File: src/rtl/instr_fetch.sv
// instr_fetch: pipelined fetch stage with req/gnt/rvalid bus, redirect squashing and a small fetch buffer
module instr_fetch #(
    parameter logic [31:0] RESET_PC        = 32'h0000_0000,
    parameter int          FIFO_DEPTH      = 2,
    parameter int          MAX_OUTSTANDING = 2
) (
    input  logic        clk,
    input  logic        rst_sync,
    input  logic        jump,
    input  logic [31:0] jump_addr,
    input  logic        flush,
    input  logic        stall_n,
    output logic        ibus_req,
    output logic [31:0] ibus_addr,
    input  logic        ibus_gnt,
    input  logic        ibus_rvalid,
    input  logic [31:0] ibus_rdata,
    output logic        if_valid,
    output logic [31:0] if_instr,
    output logic [31:0] if_pc
`ifdef IF_MISALIGN_CHK_EN
    ,
    output logic        if_misalign
`endif
);
    localparam int AW = $clog2(FIFO_DEPTH);
    localparam int CW = $clog2(FIFO_DEPTH + 1);
    localparam int OW = $clog2(MAX_OUTSTANDING + 2);

    typedef enum logic {RUN, HALT} state_t;
    state_t state, state_n;

    logic [31:0]   fetch_pc, deliver_pc, hold_addr, jump_tgt, push_pc, push_instr, last_pc, last_instr;
    logic [OW-1:0] outstanding, outstanding_n, discard_cnt;
    logic [AW-1:0] rd_ptr, wr_ptr, wr_idx;
    logic [CW-1:0] count;
    logic          stale_req, req_hold, redirect, mis_jump, gnt, keep, push, pop, issue;
    logic [31:0]   mem_pc    [FIFO_DEPTH];
    logic [31:0]   mem_instr [FIFO_DEPTH];

`ifdef IF_MISALIGN_CHK_EN
    logic mem_mis [FIFO_DEPTH];
    logic last_mis;
    assign mis_jump    = jump && jump_addr[1:0] != 2'b00;
    assign if_misalign = count != '0 ? mem_mis[rd_ptr] : last_mis;
    always_ff @(posedge clk or posedge rst_sync)
        if (rst_sync) last_mis <= 1'b0;
        else last_mis <= if_misalign;
    always_ff @(posedge clk)
        if (push) mem_mis[wr_idx] <= mis_jump;
`else
    logic unused_jump_lsb;
    assign mis_jump        = 1'b0;
    assign unused_jump_lsb = ^jump_addr[1:0];
`endif

    assign redirect      = jump || flush;
    assign jump_tgt      = {jump_addr[31:2], 2'b00};
    assign gnt           = ibus_req && ibus_gnt;
    assign keep          = ibus_rvalid && discard_cnt == '0 && !redirect;
    assign push          = keep || mis_jump;
    assign push_pc       = mis_jump ? jump_addr : deliver_pc;
    assign push_instr    = mis_jump ? 32'h0000_0013 : ibus_rdata;
    assign if_valid      = count != '0 && !flush;
    assign pop           = if_valid && stall_n;
    assign wr_idx        = redirect ? '0 : wr_ptr;
    assign outstanding_n = outstanding + OW'(gnt) - OW'(ibus_rvalid);
    assign if_pc         = count != '0 ? mem_pc[rd_ptr] : last_pc;
    assign if_instr      = count != '0 ? mem_instr[rd_ptr] : last_instr;
    // A pending request is re-presented unchanged until granted, even after a redirect.
    assign ibus_req      = !rst_sync && (req_hold || issue);
    assign ibus_addr     = req_hold ? hold_addr : fetch_pc;

    // The head leaving this cycle frees its slot, which keeps a zero-wait bus at one word per cycle.
    always_comb begin
        state_n = jump ? (mis_jump ? HALT : RUN) : (flush ? HALT : state);
        issue   = state == RUN
               && 32'(outstanding - discard_cnt) + 32'(count) - 32'(pop) < 32'(FIFO_DEPTH)
               && 32'(outstanding) < 32'(MAX_OUTSTANDING);
    end

    always_ff @(posedge clk or posedge rst_sync) begin
        if (rst_sync) begin
            state       <= RUN;
            fetch_pc    <= RESET_PC;
            deliver_pc  <= RESET_PC;
            hold_addr   <= '0;
            req_hold    <= 1'b0;
            stale_req   <= 1'b0;
            outstanding <= '0;
            discard_cnt <= '0;
            rd_ptr      <= '0;
            wr_ptr      <= '0;
            count       <= '0;
            last_pc     <= '0;
            last_instr  <= '0;
        end else begin
            state       <= state_n;
            req_hold    <= ibus_req && !ibus_gnt;
            hold_addr   <= ibus_addr;
            stale_req   <= redirect ? ibus_req && !ibus_gnt : stale_req && !gnt;
            outstanding <= outstanding_n;
            discard_cnt <= redirect ? outstanding_n
                         : discard_cnt - OW'(ibus_rvalid && discard_cnt != '0) + OW'(gnt && stale_req);
            fetch_pc    <= jump ? jump_tgt : fetch_pc + (gnt && !stale_req ? 32'd4 : 32'd0);
            deliver_pc  <= jump ? jump_tgt : deliver_pc + (keep ? 32'd4 : 32'd0);
            rd_ptr      <= redirect ? '0 : rd_ptr + AW'(pop);
            wr_ptr      <= wr_idx + AW'(push);
            count       <= (redirect ? '0 : count - CW'(pop)) + CW'(push);
            last_pc     <= if_pc;
            last_instr  <= if_instr;
        end
    end

    always_ff @(posedge clk)
        if (push) begin
            mem_pc[wr_idx]    <= push_pc;
            mem_instr[wr_idx] <= push_instr;
        end
endmodule

File: config.mk
export PLATFORM = sky130hd
export DESIGN_NAME = instr_fetch
export DESIGN_NICKNAME = d
export VERILOG_FILES = /design/src/rtl/instr_fetch.sv
export SDC_FILE = /design/constraint.sdc
export NUM_CORES = 1
export LEC_CHECK = 0
export BUFFER_PORTS_ARGS = -buffer_cell sky130_fd_sc_hd__clkbuf_2
export CORE_MARGIN = 3
export CORE_UTILIZATION = 25
export CTS_CLUSTER_DIAMETER = 150
export DETAILED_ROUTE_END_ITERATION = 7
export PLACE_DENSITY_LB_ADDON = 0.3
export SYNTH_ARGS = -nofsm -noshare
export SYNTH_HDL_FRONTEND = slang
export SYNTH_SLANG_ARGS = --single-unit
File: constraint.sdc
create_clock -name clk -period 7.3 [get_ports clk]
set_input_delay 1.825 -clock clk [delete_from_list [all_inputs] [get_ports clk]]
set_output_delay 1.825 -clock clk [all_outputs]
set_load 0.1 [all_outputs]
==> qor.yml <==
status: "finished, final reports clean"
ctsHoldBuffers: 0
synth_seq_area_share_pct: 66.7
overflow: 0
ff2ff_path_depth: 21
vias: 7034
drc_errors: 0
max_slew.worst_pin.slew_ps: 1120
setup_viol: 0
cts_tree: "built"
critPathMaxFanout: 7
area_delta_synth_final_pct: 23.0
whs_path_depth: 2
portBuffers: 166
wire_per_inst_um: 16.5
most-common-layout-cells: "166 x dfrtp_1, 166 x clkbuf_2, 124 x edfxtp_1, 87 x nand2_1, 74 x o21ai_0"
min_to: "last_pc[17]"
ant_nets: 0
leakagePower_nw: 5.82
yosys_warnings: 0
seq_area_um2: 7910
clockBufferDepth: 3
hold_viol: 0
clkSlewWorstSetupHoldPaths_ps: 50
post-route-period-util_pct: 85.9
post_cts_resized: 0
ys_types: 42
mappedNetlistNets: 951
powerDensity_nw_per_um2: 444
max_freq_ghz: 0.159
grt_pass1_vias: 7203
globalplace.congestion: 0.761
startpoint_type: "input pin"
multiInputGateArea_um2: 3730
grt_max_degree: 112
fin_crit_ps: 6270
regToRegSetupSlack_ps: 2340
fillers: 4736
via_per_inst: 4.22
first_pass_iters: 4
path_class: "input pin to primary output"
die_h_um: 224
num_io_pins: 169
wirelength_mm: 27.5
hpwl_mm: 18.0
rsz0062_at_grt: "no"
fin_util_pct: 31.2
synthFlopType: "dfrtp_1"
peakVddDrop_v: 0.000204
netlist_area_um2: 11800
worstPathRequired_ps: 5480
grtUsageTotal_pct: 11.1
clock_latency_ps: 530
clock-root-buffer: "clkbuf_16"
grt_antenna_before_repair: 0
end_kind: "primary output"
syn_inst: 861
rows: 79
place_inst: 1603
synthArstFlopShare_pct: 57.4
cts_sinks: 291
slew_headroom_pct: 25.1
fp.dieW_um: 224
die_area_um2: 50000
n_antenna_cell: 0
r2r_end: "fetch_pc[23]"
cts_setup_buffers: 0
synth_edf_count: 124
holdCritPathClass: "flop to flop"
fin_skew_ps: 14.3
slew_violations: 0
r2r-start: "outstanding[0]"
core_area_um2: 46700
hp-start: "last_pc[17]"
drive_gt1_share_pct: 29.4
cts_htree_levels: 2
cp.arrival_ps: 4450
grt_pass1_wl_mm: 42.9
finalSetupTns_ps: 0
drt_iter0_markers: 432
cts_inserted_buffers: 35
synth-seq-cells: 291
avgSynthCellArea_um2: 13.8
nNetsFinal: 1123
final_cells: 1665
max_cap_violations: 0
start_util_pct: 25.4
==> synth_stat cells, drive strengths merged (2+ instances only) <==
master	instances	area [um2]
o21ai	74	370
fa	3	60.1
ha	16	200
xor2	22	193
nor2	20	75.1
buf	9	37.5
mux2	70	792
a211oi	2	15.0
nand3	23	115
xnor2	38	333
and2	6	37.5
edfxtp	124	3720
clkbuf	29	109
or2	2	12.5
or3	2	12.5
inv	25	93.8
nand2	87	327
nor2b	5	31.3
nand4	11	75.1
mux2i	62	621
and3	10	62.6
and4	4	35.0
a31o	2	17.5
nor3	21	121
o21a	2	15.0
dfrtp	167	4180
nor4	8	83.8
a31oi	2	12.5
a21oi	11	55.1
==> how the worst max path moves through the flow <==
stage / slack (ps) / from / endpoint / depth (start not counted)
finish: 1030 / flush / ibus_req / 11
global route: 830 / flush / ibus_req / 11
CTS: 1010 / flush / ibus_req / 11
detailed placement: 1020 / flush / ibus_req / 11
global placement: 1030 / flush / ibus_req / 11
floorplan: 960 / rst_sync / count[0] / 1
==> metrics by stage <==
step                      instance area, um2  power [mW]  hold slack (ps)  setup WS (ps)
after detailed placement               13400        4.75              476           1020
after global routing                   14600        6.79              499            832
after floorplan                        11800        4.30              449            957
final                                  14600        6.47              487           1030
after global placement                 13400        4.72              464           1030
after CTS                              14600        6.59              491           1010
==> power by group <==
group	leakage [nW]	total (mW)	internal [mW]	switching, mW
Combinational	2.12	2.59	0.402	2.18
Sequential	3.13	2.10	1.99	0.115
Clock	0.573	1.78	1.11	0.673
Total	5.82	6.47	3.50	2.97
==> layout make-up <==
cell class | instances | area share (%)
Timing Repair Buffer | 173 | 6.06
Clock inverter | 14 | 1.23
Sequential cell | 291 | 54.3
Inverter | 26 | 0.704
Clock buffer | 48 | 6.91
Multi-Input combinational cell | 506 | 25.6
Tap cell | 607 | 5.21
==> per-layer routing <==
metal	part of all wire, %	GRT usage (%)	vias to the layer above
met3	4.6	2.57	39
met4	2.4	4.17	0
li1	-	-	3415
met5	0	0	-
met2	46	17.5	132
met1	47	15.0	3448
==> worst max-delay path: stages <==
cell and delay, ps:
clkbuf_2 150, nor2b_1 180, nor2b_1 270, nand2_1 140
fa_1 420, fa_1 450, inv_1 70, a31oi_1 70
nor2_1 150, and2_1 230, clkbuf_2 490
==> registers in the layout (all words and copies together) (netlist names) <==
name         flops
mem_instr       64
mem_pc          60
hold_addr       32
last_instr      32
last_pc         32
deliver_pc      30
fetch_pc        30
count            2
discard_cnt      2
outstanding      2
rd_ptr           1
req_hold         1
stale_req        1
state            1
wr_ptr           1
==> kinds of logic (layout without fill, tap and decap cells) <==
kind of cell,after synthesis,after routing,synth area share [%]
flops,291,291,66.7
simple gates,201,201,8.51
mux,132,132,11.9
compound gates,94,94,4.17
buf+inv,64,261,2.06
xor+xnor,60,60,4.44
fa+ha+maj,19,19,2.20
Note: power is estimated with default switching activity, not from simulation.
